File: src/rtl/clock_phase_generator.sv
// Two-phase non-overlapping i4004 clock-enable generator (clk1/clk2) with run/stop on period boundaries.
// Optional single-period step control is enabled by defining MCS4_CLKGEN_STEP_EN.
module clock_phase_generator #(
  parameter int PHI1_WIDTH  = 8,
  parameter int GAP12_WIDTH = 4,
  parameter int PHI2_WIDTH  = 8,
  parameter int GAP21_WIDTH = 4
) (
  input  logic sysclk,
  input  logic reset,
  input  logic run,
`ifdef MCS4_CLKGEN_STEP_EN
  input  logic step,
`endif
  output logic clk1,
  output logic clk2,
  output logic cycle_end,
  output logic running
);

  if (PHI1_WIDTH < 1 || PHI1_WIDTH > 255) begin : g_bad_phi1
    $error("PHI1_WIDTH must be 1..255");
  end
  if (GAP12_WIDTH < 1 || GAP12_WIDTH > 255) begin : g_bad_gap12
    $error("GAP12_WIDTH must be 1..255");
  end
  if (PHI2_WIDTH < 1 || PHI2_WIDTH > 255) begin : g_bad_phi2
    $error("PHI2_WIDTH must be 1..255");
  end
  if (GAP21_WIDTH < 1 || GAP21_WIDTH > 255) begin : g_bad_gap21
    $error("GAP21_WIDTH must be 1..255");
  end

  localparam logic [7:0] LD_PHI1  = 8'(PHI1_WIDTH - 1);
  localparam logic [7:0] LD_GAP12 = 8'(GAP12_WIDTH - 1);
  localparam logic [7:0] LD_PHI2  = 8'(PHI2_WIDTH - 1);
  localparam logic [7:0] LD_GAP21 = 8'(GAP21_WIDTH - 1);

  typedef enum logic [2:0] {
    S_IDLE  = 3'd0,
    S_PHI1  = 3'd1,
    S_GAP12 = 3'd2,
    S_PHI2  = 3'd3,
    S_GAP21 = 3'd4
  } state_t;

  state_t     state_q, state_d;
  logic [7:0] cnt_q, cnt_d;
  logic       clk1_q, clk2_q, cycle_end_q, running_q;
  logic       start_req;

`ifdef MCS4_CLKGEN_STEP_EN
  logic step_q;

  always_ff @(posedge sysclk or posedge reset) begin
    if (reset) step_q <= 1'b0;
    else       step_q <= step;
  end

  // A step edge only counts while run is low; the FSM further limits it to IDLE.
  assign start_req = run | (step & ~step_q);
`else
  assign start_req = run;
`endif

  always_comb begin
    state_d = state_q;
    cnt_d   = cnt_q;
    case (state_q)
      S_IDLE: begin
        cnt_d = 8'd0;
        if (start_req) begin
          state_d = S_PHI1;
          cnt_d   = LD_PHI1;
        end
      end
      S_PHI1: begin
        if (cnt_q == 8'd0) begin
          state_d = S_GAP12;
          cnt_d   = LD_GAP12;
        end else begin
          cnt_d = cnt_q - 8'd1;
        end
      end
      S_GAP12: begin
        if (cnt_q == 8'd0) begin
          state_d = S_PHI2;
          cnt_d   = LD_PHI2;
        end else begin
          cnt_d = cnt_q - 8'd1;
        end
      end
      S_PHI2: begin
        if (cnt_q == 8'd0) begin
          state_d = S_GAP21;
          cnt_d   = LD_GAP21;
        end else begin
          cnt_d = cnt_q - 8'd1;
        end
      end
      S_GAP21: begin
        // run is sampled only here, so a stop never truncates a period
        if (cnt_q == 8'd0) begin
          if (run) begin
            state_d = S_PHI1;
            cnt_d   = LD_PHI1;
          end else begin
            state_d = S_IDLE;
            cnt_d   = 8'd0;
          end
        end else begin
          cnt_d = cnt_q - 8'd1;
        end
      end
      default: begin
        state_d = S_IDLE;
        cnt_d   = 8'd0;
      end
    endcase
  end

  // Outputs are registered from the next-state decode so they change with the state and never glitch.
  always_ff @(posedge sysclk or posedge reset) begin
    if (reset) begin
      state_q     <= S_IDLE;
      cnt_q       <= 8'd0;
      clk1_q      <= 1'b0;
      clk2_q      <= 1'b0;
      cycle_end_q <= 1'b0;
      running_q   <= 1'b0;
    end else begin
      state_q     <= state_d;
      cnt_q       <= cnt_d;
      clk1_q      <= (state_d == S_PHI1);
      clk2_q      <= (state_d == S_PHI2);
      cycle_end_q <= (state_d == S_GAP21) && (cnt_d == 8'd0);
      running_q   <= (state_d != S_IDLE);
    end
  end

  assign clk1      = clk1_q;
  assign clk2      = clk2_q;
  assign cycle_end = cycle_end_q;
  assign running   = running_q;

endmodule

File: config.mk
export PLATFORM = sky130hd
export DESIGN_NAME = clock_phase_generator
export DESIGN_NICKNAME = d
export VERILOG_FILES = /design/src/rtl/clock_phase_generator.sv
export SDC_FILE = /design/constraint.sdc
export NUM_CORES = 1
export LEC_CHECK = 0
export BUFFER_PORTS_ARGS = -buffer_cell sky130_fd_sc_hd__clkbuf_2
export CORE_MARGIN = 1.5
export CORE_UTILIZATION = 35
export DETAILED_ROUTE_END_ITERATION = 6
export SETUP_SLACK_MARGIN = 0.3
export SLEW_MARGIN = 20
export SYNTH_ARGS = -nofsm -noshare
export SYNTH_HDL_FRONTEND = slang
export SYNTH_SLANG_ARGS = --single-unit
File: constraint.sdc
create_clock -name sysclk -period 1.71 [get_ports sysclk]
set_input_delay 0.2565 -clock sysclk [delete_from_list [all_inputs] [get_ports sysclk]]
set_output_delay 0.2565 -clock sysclk [all_outputs]
set_load 0.03 [all_outputs]
Yosys cells after proc, flatten, opt, wreduce, memory -nomap -nowiden
Index checks and enable logic that the tools add are counted.
{ "totals": {"ff_bits": 15} }
{ "classes": {"n_addsub": 1, "eq_ne": 7, "mux": 12, "reduce_logical": 6} }
{ "ops": {"columns": ["operator", "count"], "rows": [
  ["case mux 8 bit (4 select lines)", 1],
  ["two-way mux 8 bit", 3],
  ["two-way mux 3 bit", 6],
  ["zero test 8 bit", 2],
  ["case mux 3 bit (5 select lines)", 1],
  ["== test 3 x 2 -> 1 bit (second input constant)", 3],
  ["subtractor 8 x 1 -> 8 bit (second input constant)", 1],
  ["== test 3 x 1 -> 1 bit (second input constant)", 2],
  ["== test 3 bit (second input constant)", 2],
  ["zero test 3 bit", 1],
  ["nonzero test 3 bit", 1],
  ["OR reduction 2 bit", 1],
  ["logical AND 1 bit", 1],
  ["two-way mux 1 bit", 1]
]} }

Logic depth before layout (Yosys ltp)
Gate-level depths: netlist (run 1).
{ "depth": {"depth_word": 5, "mapped_depth": 8, "depth_no_buf": 7} }

Least setup slack after synthesis (run 1)
Ideal clock, no wire load.
{ "synth_timing": {"path_kind": "register to register", "start": "reg cnt_q[0]", "end": "reg cycle_end_q, in the netlist cycle_end", "setup_time_ps": 111, "t_arrival_ps": 1779, "t_required_ps": 1599, "setup_slack_ps": -180, "path_stages_with_launch": 9, "synth_period_minus_slack_ps": 1890, "cell_sequence": "dfrtp_1 inv_1 ha_1 nor3b_1 and2_1 buf_4 a32o_1 o211ai_1 a2111oi_2"} }
{ "synth_via": {"elab_chain_len": 5} }
{ "synth_rtl": {"columns": ["item", "line", "rtl"], "rows": [
  ["start: declaration", "48", "logic [7:0] cnt_q, cnt_d;"],
  ["start signal: assignment", "133", "cnt_q <= cnt_d;"],
  ["subtractor 8 x 1 -> 8 bit / zero test 8 bit (equally long branches)", null, null],
  ["two-way mux 8 bit, or another cell as far along", "103", "if (cnt_q == 8'd0) begin"],
  ["case mux 8 bit (4 select lines) / case mux 3 bit (5 select lines) (equally long branches)", "69", "case (state_q)"],
  ["zero test 8 bit / == test 3 bit (equally long branches)", "136", "cycle_end_q <= (state_d == S_GAP21) && (cnt_d == 8'd0);"],
  ["logical AND 1 bit (*)", "136", null],
  ["end signal: assignment", "136", null],
  ["end: declaration", "49", "logic clk1_q, clk2_q, cycle_end_q, running_q;"]
]} }
Mark *: on every way between the ends. The rest lies on a longest branch, timed or not.

Final worst setup path (run 1)
Ends and elaborated chain as after synthesis.

==> flow_metrics.tcl, run 1 <==
set metrics [dict create \
    status "finished with violations" \
    violations "hold timing, setup timing" \
    hold_ws_ps -1.52 \
    grt_pass1_wl_mm 4.13 \
    grt_max_degree 16 \
    cp-end-kind "register" \
    rsz0062_at_grt "yes" \
    ioPinCount 7 \
    synthTopCellsByCount "15 x dfrtp_1, 13 x nor2_1, 8 x nand2_1" \
    wl_mm 2.45 \
    htreeDepth 1 \
    syn_inst 103 \
    final_util 0.563 \
    cp_max_fo 4 \
    p_comb_frac 0.707 \
    power.leakage_nw 0.631 \
    clk_path_buf_depth 2 \
    synth_area_sq_um 951 \
    vias 910 \
    max-slew-margin-rel 0.607 \
    clock_latency_ps 290 \
    synth_edf_count 0 \
    synthMuxAreaShare 0.0224 \
    hold_path_class "input pin to asynchronous set/reset pin" \
    drtIter0Drc 10 \
    portBuffers 6 \
    cts_num_sinks 15 \
    dieArea_sq_um 3040 \
    synth_ff_type "dfrtp_1" \
    min_period_ps 1860 \
    fin_crit_sh 1.09 \
    p_seq_frac 0.219 \
    cts_buffers 3 \
    antenna_cells 0 \
    synth_cell_types 49 \
    async_flop_share 1.00 \
    final_nets 148 \
    yosys.area.top_type "dfrtp_1" \
    synth_adder_area_share 0.0368 \
    setup_viol 5 \
    maxCapViolations 0 \
    cp.required_ps 1890 \
    postCtsHoldBufs 0 \
    ant_nets 0 \
    switchingPower_w 0.00113 \
    start_util 0.377 \
    synthTopCellsByArea "dfrtp_1 39%, nor2_1 5.1%, xnor2_1 3.7%" \
    dr.pass1.iters 5 \
    synth_simple_gate_area_share 0.245 \
    swShare 0.422 \
    design.core.area_sq_um 2520 \
    final_max_slew_viol_count 0 \
    timing.final.hold_violations 6 \
    p_per_area_nw_per_um2 1890 \
    layout-drive-gt1-share 0.479 \
    synth-compound-area-share 0.199 \
    crit_arrival_ps 2040 \
    rows 18 \
    dp_hpwl_mm 1.75 \
    place_congestion 0.883 \
    synth_top_family_by_area "simple AND/OR/NAND/NOR gates" \
    intPower_w 0.00155 \
    drc_errors 0 \
    root_buffer "clkbuf_4" \
    synth_top_area_share 0.395 \
    die_h_microns 55.1 \
    p_clk_frac 0.074 \
    vias_per_cell 5.29 \
    worstSetupPathType "register to register" \
    irDropWorstVdd_uv 1090 \
    drt-wirelength-per-cell_microns 14.2 \
    synth.avg_cell_area_sq_um 9.23 \
    syn_nets 108 \
    area_growth_pct 49.3 \
    grtUsageTotal 0.198 \
    synth_seq_cells 15 \
    clock_skew_ps 6.03 \
    design_area_sq_um 1420 \
    fin_ws_ps -153 \
    grt_pass1_vias 937 \
    synth_seq_area_share 0.395 \
    synth_xor_xnor_area_share 0.0461 \
    yosysWarnings 0 \
    synth.most_common_cell "dfrtp_1" \
    worstMarginPinSlew_ps 588 \
    antenna_found_initial 0 \
    grt_overflow 0 \
    placed_area_sq_um 1240 \
    start_kind "register" \
    clock.fmax_ghz 0.537 \
    die-width_microns 55.1 \
    clk_pin_slew_worst_paths_ps 80 \
    cts_tree "done" \
]
## sequential cells by signal (all words and copies together), names as in the netlist
signal and count:
clk1 1, running 1, state_q 3, clk2 1, cnt_q 8, cycle_end 1
## layer usage
metal	vias up	track usage	share of wire
met4	0	0.106	0.017
met3	4	0.0161	0.016
met2	14	0.345	0.50
met1	444	0.241	0.47
met5	-	0	0
li1	448	-	-
## kinds of logic (layout without fill, tap and decap cells)
family | count (synthesis) | after routing
AND/OR/NAND/NOR | 43 | 43
AO/OA/AOI/OAI | 24 | 24
flip-flops | 15 | 15
buffers and inverters | 11 | 50
XOR/XNOR | 5 | 5
adder cells (fa/ha/maj) | 3 | 3
multiplexers | 2 | 2
## power by group through the flow
stage	sequential, W	clock (W)	combinational, W
floorplan	0.000643	0	0.000932
global placement	0.000587	0	0.00153
detailed placement	0.000594	0	0.00156
CTS	0.000583	0.000207	0.00181
global route	0.000607	0.000226	0.00204
finish	0.000587	0.000200	0.00189
## through the flow
stage                     setup TNS, ps  setup slack, ps  power, W  std cells  hold slack, ps
final                              -319             -153   0.00268        172           -1.52
after global routing              -1120             -262   0.00288        172            64.1
after CTS                          -240             -141   0.00260        171            8.71
after detailed placement           -190             -132   0.00215        161             324
after global placement             -125             -118   0.00212        161             317
after floorplan                   -47.3            -47.3   0.00158        103             158
## final cells by class
type	instances	area, sq um
Multi-Input combinational cell	77	651
Fill cell	234	1100
Sequential cell	15	375
Tap cell	30	37.5
Timing Repair Buffer	40	308
Clock buffer	4	26.3
Inverter	6	22.5
## what timing repair did
| action | CTS | global route |
|---|---|---|
| setup buffers | 6 | 1 |
| gates resized for setup | 14 | 8 |
| setup endpoints to repair | 15 | 15 |
| pin swaps | 4 | 4 |
| hold endpoints to repair | 0 | 0 |
## worst max-delay path, stage by stage (launching register included)
cell       delay (ps)
dfrtp_1           420
inv_2             130
ha_4              150
nor3b_4           270
nand2_1           160
o221ai_2          200
o211ai_1          130
a2111oi_2         290
## layout by cell type, fill, tap and decap left out, drive strengths merged, types with 4 or more instances in the layout
master / count
clkbuf: 10
dfrtp: 15
xnor2: 4
inv: 6
nand2: 8
buf: 34
nor3: 4
nor2: 13
## worst paths after layout
| kind | slack (ps) | from | end | cells past startpoint |
|---|---|---|---|---|
| setup / recovery | -150 | cnt_q[0]$_DFF_PP0_ | cycle_end$_DFF_PP0_ | 7 |
| hold / removal | -2 | reset | cnt_q[2]$_DFF_PP0_ | 2 |
| setup reg to reg | -150 | cnt_q[0]$_DFF_PP0_ | cycle_end$_DFF_PP0_ | 7 |
| hold reg to reg | 570 | state_q[2]$_DFF_PP0_ | state_q[1]$_DFF_PP0_ | 2 |
| max in group asynchronous | 1320 | reset | cycle_end$_DFF_PP0_ | 2 |
| min in group sysclk | 300 | run | cnt_q[2]$_DFF_PP0_ | 2 |
No activity file was read; power rests on OpenSTA's default activity.
==> run 2, diff against run 1 <==
==> constraint.sdc (replaced) <==
create_clock -name sysclk -period 2.1 [get_ports sysclk]
set_input_delay 0.315 -clock sysclk [delete_from_list [all_inputs] [get_ports sysclk]]
set_output_delay 0.315 -clock sysclk [all_outputs]
set_load 0.03 [all_outputs]
==> run 2 against run 1 <==
  * The run now ends clean
  * Combinational power is 42% lower
  * Global-route usage fell by 0.76 points
  * Cell count decreased by 12%
  * First-iteration DRC count rose to 3.9 times the previous value
  * Largest cell class unchanged
  * Sequential power fell by 9.2%
  * Largest power group unchanged
  * Critical endpoint unchanged
==> flow_metrics.tcl, run 2 (synthesized netlist as in run 1, its figures left out) <==
set metrics [dict create \
    status "finished, final reports clean" \
    timing.final.hold_violations 0 \
    place_ws_ps 103 \
    min_period_ps 1950 \
    die-width_microns 55.1 \
    cp_max_fo 4 \
    top_regs "cnt_q x8, state_q x3" \
    cts_num_sinks 15 \
    irDropWorstVdd_uv 811 \
    vias_per_cell 5.74 \
    clk_pin_slew_worst_paths_ps 90 \
    worstSetupPathType "register to register" \
    maxCapViolations 0 \
    postCtsHoldBufs 0 \
    htreeDepth 1 \
    area_growth_pct 22.6 \
    regMostFlops "cnt_q" \
    cp.required_ps 2280 \
    final_nets 127 \
    r2r_cells 5 \
    fin_crit_sh 0.927 \
    wl_mm 2.39 \
    clock_skew_ps 11.1 \
    cts_buffers 3 \
    clock.fmax_ghz 0.514 \
    clock_latency_ps 290 \
    place_congestion 0.833 \
    dp_hpwl_mm 1.48 \
    ant_nets 0 \
    final_util 0.462 \
    portBuffers 6 \
    setup_tns_ps 0 \
    mostFrequentLayoutCells "13 x nor2_1, 13 x buf_4, 12 x dfrtp_1, 7 x nand2_1, 6 x clkbuf_2" \
    power.leakage_nw 0.499 \
    drt-wirelength-per-cell_microns 15.9 \
    grt_overflow 0 \
    die_h_microns 55.1 \
    fin_ws_ps 153 \
    hold_ws_ps 47.4 \
    rows 18 \
    drc_errors 0 \
    largest_register_ffs 8 \
    dieArea_sq_um 3040 \
    antenna_found_initial 0 \
    r2r_end "cycle_end$_DFF_PP0_" \
    design.core.area_sq_um 2520 \
    start_kind "register" \
    dr.pass1.iters 4 \
    design_area_sq_um 1170 \
    placed_area_sq_um 1040 \
    drtIter0Drc 39 \
    ioPinCount 7 \
    vias 867 \
    cts_tree "done" \
    r2r_slack_ps 150 \
    clk_path_buf_depth 2 \
    setup_viol 0 \
    rsz0062_at_grt "yes" \
    grt_pass1_vias 844 \
    cp-end-kind "register" \
    antenna_cells 0 \
    worstMarginPinSlew_ps 577 \
    timing.rr.start "cnt_q[0]$_DFF_PP0_" \
    final_max_slew_viol_count 0 \
    p_per_area_nw_per_um2 1550 \
    hold_path_class "input pin to asynchronous set/reset pin" \
    grt_max_degree 16 \
    root_buffer "clkbuf_4" \
    crit_arrival_ps 2130 \
    layout-drive-gt1-share 0.339 \
    grt_pass1_wl_mm 4.01 \
    start_util 0.377 \
    max-slew-margin-rel 0.615 \
    grtUsageTotal 0.190 \
]
-- run 2: power breakdown --
group	switching, W	internal (W)	leakage (nW)
Combinational	0.000598	0.000505	0.300
Clock	0.0000921	0.0000739	0.0150
Sequential	0.000136	0.000397	0.183
-- run 2: routing by layer --
layer  track usage  up-vias  wire length (microns)
met4         0.102        0                     53
met1         0.232      413                   1040
met2         0.294       40                   1140
met3        0.0645       10                    163
li1              -      404                      -
met5             0        -                      0
-- run 2: final cells by class --
cell class                 count  area, sq um
clock buffer                   4         26.3
fill                         233         1360
inverter                       6         22.5
multi-input combinational     77          573
sequential                    15          379
tap                           30         37.5
timing repair buffer          19          128
-- run 2: worst max-delay path by stage --
stage,start,end,depth (start not counted)
2_1_floorplan,cnt_q[0]$_DFF_PP0_,cycle_end$_DFF_PP0_,5
3_3_place_gp,cnt_q[0]$_DFF_PP0_,cycle_end$_DFF_PP0_,6
3_5_place_dp,cnt_q[0]$_DFF_PP0_,cycle_end$_DFF_PP0_,6
4_1_cts,cnt_q[2]$_DFF_PP0_,cycle_end$_DFF_PP0_,5
5_1_grt,cnt_q[0]$_DFF_PP0_,cycle_end$_DFF_PP0_,5
6_report,cnt_q[0]$_DFF_PP0_,cycle_end$_DFF_PP0_,5
-- run 2: through the flow --
step	cells	total power, W
6_report	151	0.00180
5_1_grt	151	0.00194
4_1_cts	151	0.00173
3_5_place_dp	139	0.00141
3_3_place_gp	139	0.00141
2_1_floorplan	103	0.00121
-- run 2: critical path, stage by stage (launching register included) --
cell and delay, ps:
dfrtp_2 440, or3_1 400, or3b_1 400, a31oi_1 170, o211ai_1 130, a2111oi_2 290
-- run 2: what timing repair did --
item,4_1_cts,5_1_grt
setup buffers,8,0
pin swaps,2,1
setup endpoints to repair,6,5
gates resized for setup,9,5
gates cloned,0,0
==> run 3, diff against run 2 <==
--- a/config.mk
+++ b/config.mk
@@ -7,8 +7,9 @@
 export LEC_CHECK = 0
 export BUFFER_PORTS_ARGS = -buffer_cell sky130_fd_sc_hd__clkbuf_2
 export CORE_MARGIN = 1.5
-export CORE_UTILIZATION = 35
+export CORE_UTILIZATION = 55
 export DETAILED_ROUTE_END_ITERATION = 6
+export PLACE_DENSITY = 0.74
 export SETUP_SLACK_MARGIN = 0.3
 export SLEW_MARGIN = 20
 export SYNTH_ARGS = -nofsm -noshare
==> run 3 against run 2 <==
  * First-iteration DRC count rose by 15%
  * Non-clock buffer count is 8 higher
  * Largest cell class unchanged
  * Sequential share of layout area decreased by 2.0 points
  * Count of clock-buffer cells in the layout stayed put
  * Critical endpoint unchanged
  * Cell count is 4.0% lower
  * Global-route usage up 10 points
  * The flow now finishes with violations (DRC)
  * Routed wire length rose by 4.8%
  * Utilization rose by 34 points
  * Power rose by 9.1%
==> flow_metrics.tcl, run 3 (synthesized netlist as in run 1, its figures left out) <==
set metrics [dict create \
    grt_overflow 0 \
    crit_path_max_incr_delay_ps 400 \
    dieArea_sq_um 1990 \
    layout_commonest_cell "buf_4" \
    dp_hpwl_mm 1.45 \
    vias_per_cell 6.31 \
    crit_arrival_ps 2100 \
    r2r_cells 6 \
    startpoint "cnt_q[1]$_DFF_PP0_" \
    crit_cells 6 \
    fin_crit_sh 0.913 \
    final_nets 135 \
    drtIter0Drc 45 \
    design.core.area_sq_um 1560 \
    dr.pass1.iters 6 \
    place_ws_ps 111 \
    critPathCapture "cycle_end$_DFF_PP0_" \
    critPathTopFamily "simple AND/OR/NAND/NOR gates" \
    rows 14 \
    cts_tree "done" \
    grt_max_degree 16 \
    grt_pass1_wl_mm 4.14 \
    cp-end-kind "register" \
    mostFrequentLayoutCells "18 x buf_4, 13 x nor2_1, 11 x dfrtp_1, 7 x nand2_1, 6 x clkbuf_2" \
    clock_latency_ps 290 \
    clk_path_buf_depth 2 \
    r2r_slack_ps 180 \
    wl_mm 2.51 \
    worstSetupPathType "register to register" \
    irDropWorstVdd_uv 875 \
    power.leakage_nw 0.548 \
    cp_max_fo 2 \
    start_util 0.610 \
    ant_nets 0 \
    p_per_area_nw_per_um2 1570 \
    status "finished with violations" \
    die_h_microns 44.6 \
    portBuffers 6 \
    area_growth_pct 31.3 \
    top_regs "cnt_q x8, state_q x3" \
    min_period_ps 1920 \
    start_kind "register" \
    timing.rr.start "cnt_q[1]$_DFF_PP0_" \
    place_congestion 0.863 \
    setup_tns_ps 0 \
    rsz0062_at_grt "yes" \
    r2r_end "cycle_end$_DFF_PP0_" \
    drt-wirelength-per-cell_microns 17.3 \
    fin_ws_ps 182 \
    cts_buffers 3 \
    maxCapViolations 0 \
    ioPinCount 7 \
    htreeDepth 1 \
    antenna_found_initial 0 \
    final_max_slew_viol_count 0 \
    drc_errors 1 \
    antenna_cells 0 \
    die-width_microns 44.6 \
    grt_pass1_vias 890 \
    timing.final.hold_violations 0 \
    regMostFlops "cnt_q" \
    clk_pin_slew_worst_paths_ps 90 \
    violations "DRC" \
    max-slew-margin-rel 0.636 \
    slowest_stage "dfrtp_1" \
    clock_skew_ps 3.44 \
    cts_num_sinks 15 \
    cp_cell_sequence "buf_4 > or3_4 > or3b_4 > a31oi_1 > o211ai_1 > a2111oi_2" \
    vias 915 \
    cp.required_ps 2290 \
    largest_register_ffs 8 \
    clock.fmax_ghz 0.521 \
    grtUsageTotal 0.293 \
    crit_buf_inv 1 \
    hold_path_class "input pin to asynchronous set/reset pin" \
    root_buffer "clkbuf_4" \
    layout-drive-gt1-share 0.419 \
    setup_viol 0 \
    worstMarginPinSlew_ps 545 \
]
[run 3: changes by cell type in the layout (fill, tap and decap cells not counted), sizes merged]
cell and delta:
buf +8
[run 3: cell type report]
| type | count | area [sq um] |
|---|---|---|
| inverter | 6 | 25.0 |
| sequential | 15 | 380 |
| fill | 88 | 310 |
| timing repair buffer | 27 | 199 |
| multi-input combinational | 77 | 598 |
| clock buffer | 4 | 26.3 |
| tap | 16 | 20.0 |
[run 3: metal layers]
layer  vias up  routed length (microns)  GRT usage
li1        423                        -          -
met1       434                     1090      0.416
met2        54                     1170      0.435
met3         4                      217     0.0653
met4         0                       31      0.103
met5         -                        0          0
[run 3: power breakdown]
group	total (W)	internal (W)	switching, W
combinational	0.00128	0.000615	0.000666
clock	0.000171	0.0000739	0.0000970
sequential	0.000514	0.000397	0.000116
total	0.00197	0.00109	0.000879
[run 3: worst reg2reg max path, delay by kind of cell (launching register included)]
kind | cells | cell delay (ps)
compound gates | 3 | 530
flops | 1 | 400
simple gates | 2 | 740
buf+inv | 1 | 140
[run 3: worst min path at each step]
stage	from	end	slack [ps]	depth (start not counted)
5_1_grt	reset	cnt_q[6]$_DFF_PP0_	90	2
4_1_cts	reset	cnt_q[6]$_DFF_PP0_	50	2
3_5_place_dp	reset	clk1$_DFF_PP0_	370	2
3_3_place_gp	reset	clk1$_DFF_PP0_	370	2
6_report	reset	cnt_q[6]$_DFF_PP0_	30	2
2_1_floorplan	reset	clk1$_DFF_PP0_	220	1
[run 3: timing repair]
action | 4_1_cts | 5_1_grt
pin swaps | 9 | 11
setup buffers | 15 | 2
hold buffers | 0 | 0
gates resized for setup | 17 | 7
setup endpoints to repair | 6 | 9
[run 3: per-stage QoR]
step	hold slack, ps	total power, W	area (sq um)	utilization	instances
after floorplan	216	0.00121	962	-	103
after CTS	54.7	0.00185	1210	0.778	143
after global routing	87.0	0.00210	1250	0.801	145
after detailed placement	368	0.00140	1010	0.648	124
final	33.5	0.00197	1250	0.801	145
after global placement	369	0.00138	1010	0.648	124
